$ cat src/rtl/hack_clk_monitor.sv
// hack_clk_monitor: watches the divided Hack clock from the 100 MHz domain and
// reports a rising-edge strobe, the measured period, lock and sticky error status.
module hack_clk_monitor #(
    parameter int SYNC_STAGES = 2,
    parameter int EXP_PERIOD  = 3,
    parameter int EXP_HIGH    = 1,
    parameter int LOCK_COUNT  = 4,
    parameter int CNT_W       = 16
) (
    input  logic             clk,
    input  logic             reset,
    input  logic             hack_clk,
    input  logic             err_clr,
    output logic             rise,
    output logic             locked,
    output logic             err,
    output logic [7:0]       period,
    output logic [CNT_W-1:0] edge_count
);
    localparam int                GOOD_W      = (LOCK_COUNT < 2) ? 1 : $clog2(LOCK_COUNT + 1);
    localparam logic [7:0]        EXP_LEN     = 8'(EXP_PERIOD);
    localparam logic [7:0]        EXP_HI      = 8'(EXP_HIGH);
    localparam logic [7:0]        TIMEOUT_LEN = 8'(2 * EXP_PERIOD);
    localparam logic [GOOD_W-1:0] GOOD_TARGET = GOOD_W'(LOCK_COUNT);

    typedef enum logic [1:0] {SEARCH, TRACK, LOCKED} state_t;

    state_t            state;
    state_t            state_nx;
    logic              s;
    logic              prev;
    logic              edge_det;
    logic [7:0]        len;
    logic [7:0]        hi;
    logic [GOOD_W-1:0] good_cnt;
    logic [GOOD_W-1:0] good_nx;
    logic [GOOD_W-1:0] good_inc;
    logic              period_ok;
    logic              eval;
    logic              bad;

    generate
        if (SYNC_STAGES == 0) begin : g_direct
            assign s = hack_clk;
        end else begin : g_sync
            logic [SYNC_STAGES-1:0] sync_q;
            always_ff @(posedge clk) begin
                if (reset) begin
                    sync_q <= '0;
                end else begin
                    sync_q[0] <= hack_clk;
                    for (int unsigned i = 1; i < SYNC_STAGES; i++) begin
                        sync_q[i] <= sync_q[i-1];
                    end
                end
            end
            assign s = sync_q[SYNC_STAGES-1];
        end
    endgenerate

    assign edge_det  = s & ~prev;
    assign period_ok = (len == EXP_LEN) && (hi == EXP_HI);
    assign good_inc  = good_cnt + GOOD_W'(1);

    // len/hi hold the period and high time of the period ending at the current edge
    always_ff @(posedge clk) begin
        if (reset) begin
            prev <= 1'b0;
            len  <= '0;
            hi   <= '0;
        end else begin
            prev <= s;
            if (edge_det) begin
                len <= 8'd1;
                hi  <= 8'd1;
            end else begin
                if (len != '1) len <= len + 8'd1;
                if (s && (hi != '1)) hi <= hi + 8'd1;
            end
        end
    end

    always_ff @(posedge clk) begin
        if (reset) begin
            state    <= SEARCH;
            good_cnt <= '0;
        end else begin
            state    <= state_nx;
            good_cnt <= good_nx;
        end
    end

    // An edge takes priority over a coinciding timeout, so that period is judged bad
    always_comb begin
        state_nx = state;
        good_nx  = good_cnt;
        eval     = 1'b0;
        bad      = 1'b0;
        case (state)
            SEARCH: begin
                if (edge_det) state_nx = TRACK;
            end
            TRACK, LOCKED: begin
                if (edge_det) begin
                    eval = 1'b1;
                    if (period_ok) begin
                        if (state == TRACK) begin
                            good_nx = good_inc;
                            if (good_inc == GOOD_TARGET) state_nx = LOCKED;
                        end
                    end else begin
                        bad      = 1'b1;
                        good_nx  = '0;
                        state_nx = TRACK;
                    end
                end else if (len == TIMEOUT_LEN) begin
                    bad      = 1'b1;
                    good_nx  = '0;
                    state_nx = SEARCH;
                end
            end
            default: begin
                state_nx = SEARCH;
                good_nx  = '0;
            end
        endcase
    end

    always_ff @(posedge clk) begin
        if (reset) begin
            rise       <= 1'b0;
            locked     <= 1'b0;
            err        <= 1'b0;
            period     <= '0;
            edge_count <= '0;
        end else begin
            rise   <= edge_det;
            locked <= (state_nx == LOCKED);
            err    <= bad | (err & ~err_clr);
            if (eval) period <= len;
            if (edge_det) edge_count <= edge_count + CNT_W'(1);
        end
    end
endmodule

$ cat config.mk
export PLATFORM = sky130hd
export DESIGN_NAME = hack_clk_monitor
export DESIGN_NICKNAME = d
export VERILOG_FILES = /design/src/rtl/hack_clk_monitor.sv
export SDC_FILE = /design/constraint.sdc
export NUM_CORES = 1
export LEC_CHECK = 0
export CAP_MARGIN = 10
export CORE_ASPECT_RATIO = 2
export CORE_MARGIN = 8
export CORE_UTILIZATION = 45
export CTS_BUF_LIST = sky130_fd_sc_hd__clkbuf_16
export DETAILED_ROUTE_END_ITERATION = 6
export HOLD_SLACK_MARGIN = 0.05
export PLACE_DENSITY = 0.67
export SLEW_MARGIN = 20
export SYNTH_ARGS = -nofsm -noshare
export SYNTH_HDL_FRONTEND = slang
export SYNTH_SLANG_ARGS = --single-unit
$ cat constraint.sdc
create_clock -name clk -period 4.2 [get_ports clk]
set_clock_uncertainty 0.2 [all_clocks]
set_input_delay 0.84 -clock clk [delete_from_list [all_inputs] [get_ports clk]]
set_output_delay 0.84 -clock clk [all_outputs]
set_load 0.03 [all_outputs]
==> results_dict.tcl <==
set metrics [dict create \
    finalWeightedCongestion 0.817 \
    drt_iter0_drc 82 \
    finalHoldWorstSlack_ps 248 \
    antenna_cells 0 \
    die-area_mm2 0.00788 \
    synth_seq_cells 51 \
    grt.total_usage_pct 13.5 \
    vias 1952 \
    power.leakage_nw 1.04 \
    yosysMostFrequentCell "dfxtp_1" \
    timing.critical_path.to "edge_count[10]" \
    utilization_pct 55.1 \
    synth-async-reset-ratio_pct 0 \
    setup-tns-final_ps 0 \
    synthMuxAreaShare_pct 2.58 \
    post_cts_resize_count 0 \
    ctsHoldBuffers 0 \
    synth-compound-area-share_pct 9.99 \
    placement_rows 37 \
    timing.rr.end "edge_count[14]" \
    io_pins 31 \
    placement.io_buffers 30 \
    synth.cell_area_mm2 0.00233 \
    netlist.area_leader.share_pct 43.8 \
    setup.worst_path.start_class "register" \
    power-per-cell-area_mw_per_mm2 330 \
    synth_cell_types 39 \
    synth_nets 283 \
    timing.critical_path.depth 1 \
    clock_tree.htree_level_count 2 \
    dp.cells 346 \
    routed_via_count_divided_by_cell_count 5.51 \
    report.final.setup_viol 0 \
    clkSlewWorstSetupHoldPaths_ps 70 \
    pin_count_of_the_biggest_net_entering_global_routing 25 \
    num-fill-cells 501 \
    grt_overflow_total 0 \
    seq_area_frac_synth_pct 43.8 \
    final_min_period_over_clock_period_pct 59.1 \
    grt_first_pass_wirelength_mm 8.71 \
    detail_route.drc_violations 0 \
    hold_crit_path_type "reg2reg" \
    cts.path.max_buffers 2 \
    post_synth_xor_area_fraction_pct 7.14 \
    timing.critical_path.slowest_stage_cell "clkdlybuf4s50_1" \
    layout.cells.non_filler 354 \
    slew_violations 0 \
    status "finished, final reports clean" \
    cts.root.buffer_cell "clkbuf_16" \
    finalWirelength_mm 5.04 \
    max_clock_freq_mhz 403 \
    syn2layout_area_growth_pct 20.4 \
    postCtsSetupRepairBufs 0 \
    design.core.area_mm2 0.00509 \
    synth_simple_gate_area_share_pct 27.0 \
    routedWlPerCell_um 14.2 \
    max-vdd-ir-drop_mv 0.288 \
    timing.max_cap.violations 0 \
    grt_antenna_before_repair 0 \
    max-slew-margin-rel_pct 64.6 \
    worst_r2r_startpoint "g_sync.sync_q[1]" \
    cpPeakStageDelay_ps 720 \
    number_of_global_route_vias_before_repair 1922 \
    worstPathBufferInverterCount 1 \
    synth_edf_count 0 \
    finalCriticalPeriod_ps 2480 \
    cp.required_ps 3160 \
    critical_path.cell_chain "clkdlybuf4s50_1" \
    ant_nets 0 \
    dr.pass1.iters 4 \
    synth.largest_area_cell "dfxtp_1" \
    numClockSinks 51 \
    synthesis.instances 268 \
    total_design_power_w 0.000927 \
    worst-r2r-setup-slack_ps 1750 \
    synthTopCellsByArea "dfxtp_1, nor2_1, ha_1" \
    crit_path_end_kind "output port" \
    floorplan.die.width_um 66.9 \
    ys.flop_type "dfxtp_1" \
    cp_max_fo 6 \
    layout_cells_sized_above_1_pct 4.05 \
    rsz_0062_raised_after_global_routing "false" \
    initial_cell_density_of_the_core_pct 45.7 \
    synth_adder_area_share_pct 5.91 \
    reg2reg_depth 5 \
    synthesis.yosys.warnings 0 \
    insertion_delay_ps 280 \
    cts_tree "done" \
    worst-setup-path-type "reg2out" \
    finalNetCount 310 \
    tightest_slew_ps 523 \
    crit_family "buffers and inverters" \
    synthTopCellsByCount "dfxtp_1, nor2_1, a21oi_1" \
    syn_area_per_cell_um2 8.69 \
    crit_start "edge_count[10]" \
    synth_top_family_by_area "simple AND/OR/NAND/NOR gates" \
    hold_viol 0 \
    hpwl_mm 3.78 \
    crit_path_dat_ps 1440 \
    cts_buffer_count 5 \
    die_h_um 118 \
]
-- flip-flops by register name (all words and copies together), names as in the netlist --
name and cells:
edge_count 16, err 1, g_sync.sync_q 2, good_cnt 3, hi 8, len 8
locked 1, period 8, prev 1, rise 1, state 2
-- layout make-up --
type                    count  area (um2)  share of cell area, %
multi-input cells         196        1230                   43.7
flip-flops and latches     51        1020                   36.4
repair buffers             31         308                   11.0
clock buffers               5         125                   4.46
well taps                  58        72.6                   2.59
inverters                  10        37.5                   1.34
clock inverters             3        15.0                  0.535
-- worst min-delay path by stage --
stage | start | endpoint | slack (ps) | cells past startpoint
floorplan | g_sync.sync_q[0] | g_sync.sync_q[1] | 210 | 1
global placement | g_sync.sync_q[0] | g_sync.sync_q[1] | 220 | 1
detailed placement | g_sync.sync_q[0] | g_sync.sync_q[1] | 220 | 1
CTS | g_sync.sync_q[0] | g_sync.sync_q[1] | 250 | 1
global route | g_sync.sync_q[0] | g_sync.sync_q[1] | 260 | 1
finish | g_sync.sync_q[0] | g_sync.sync_q[1] | 250 | 1
-- cells by family (layout without fill, tap and decap cells) --
group / count (synthesis) / in the layout
fa+ha+maj: 11 / 11
simple gates: 121 / 121
mux: 6 / 6
flops: 51 / 51
buf+inv: 21 / 49
compound gates: 39 / 39
xor+xnor: 19 / 19
-- per-stage QoR --
step	worst slack (ps)	instance area [um2]
after floorplan	2080	2330
after global placement	1560	2670
after detailed placement	1540	2670
after CTS	1720	2810
after global routing	1560	2810
final	1720	2810
-- power breakdown --
group	internal [W]	total [W]	switching (W)
Combinational	0.0000166	0.0000413	0.0000247
Clock	0.000217	0.000388	0.000171
Sequential	0.000490	0.000498	0.00000835
Total	0.000723	0.000927	0.000204
-- metal layers --
layer / up-vias / share of wire (%) / GRT usage [%]
met5: - / 0 / 0
met4: 0 / 2.3 / 5.93
met3: 10 / 3.3 / 2.38
met2: 30 / 54 / 24.3
met1: 935 / 40 / 14.2
li1: 977 / - / -
-- cell usage in the layout (no fill, tap or decap), drive strengths merged --
cell type,n
dfxtp,51
nor2,39
clkdlybuf4s50,30
a21oi,16
nand2,15
nand3,13
xor2,11
ha,11
inv,10
nor3,9
nand2b,9
xnor2,8
nand4,8
a31oi,7
o21ai,6
mux2i,6
clkbuf,5
nor2b,5
and3,4
nor3b,4
a211oi,3
or3,3
or2,2
and4,2
o2111ai,2
nor4,2
clkinv,2
nand4b,1
nor4bb,1
a21o,1
o41ai,1
a22oi,1
o22ai,1
and2,1
nor4b,1
nand3b,1
o32ai,1
or4,1
clkinvlp,1
buf,1
No activity file was read; power rests on OpenSTA's default activity.
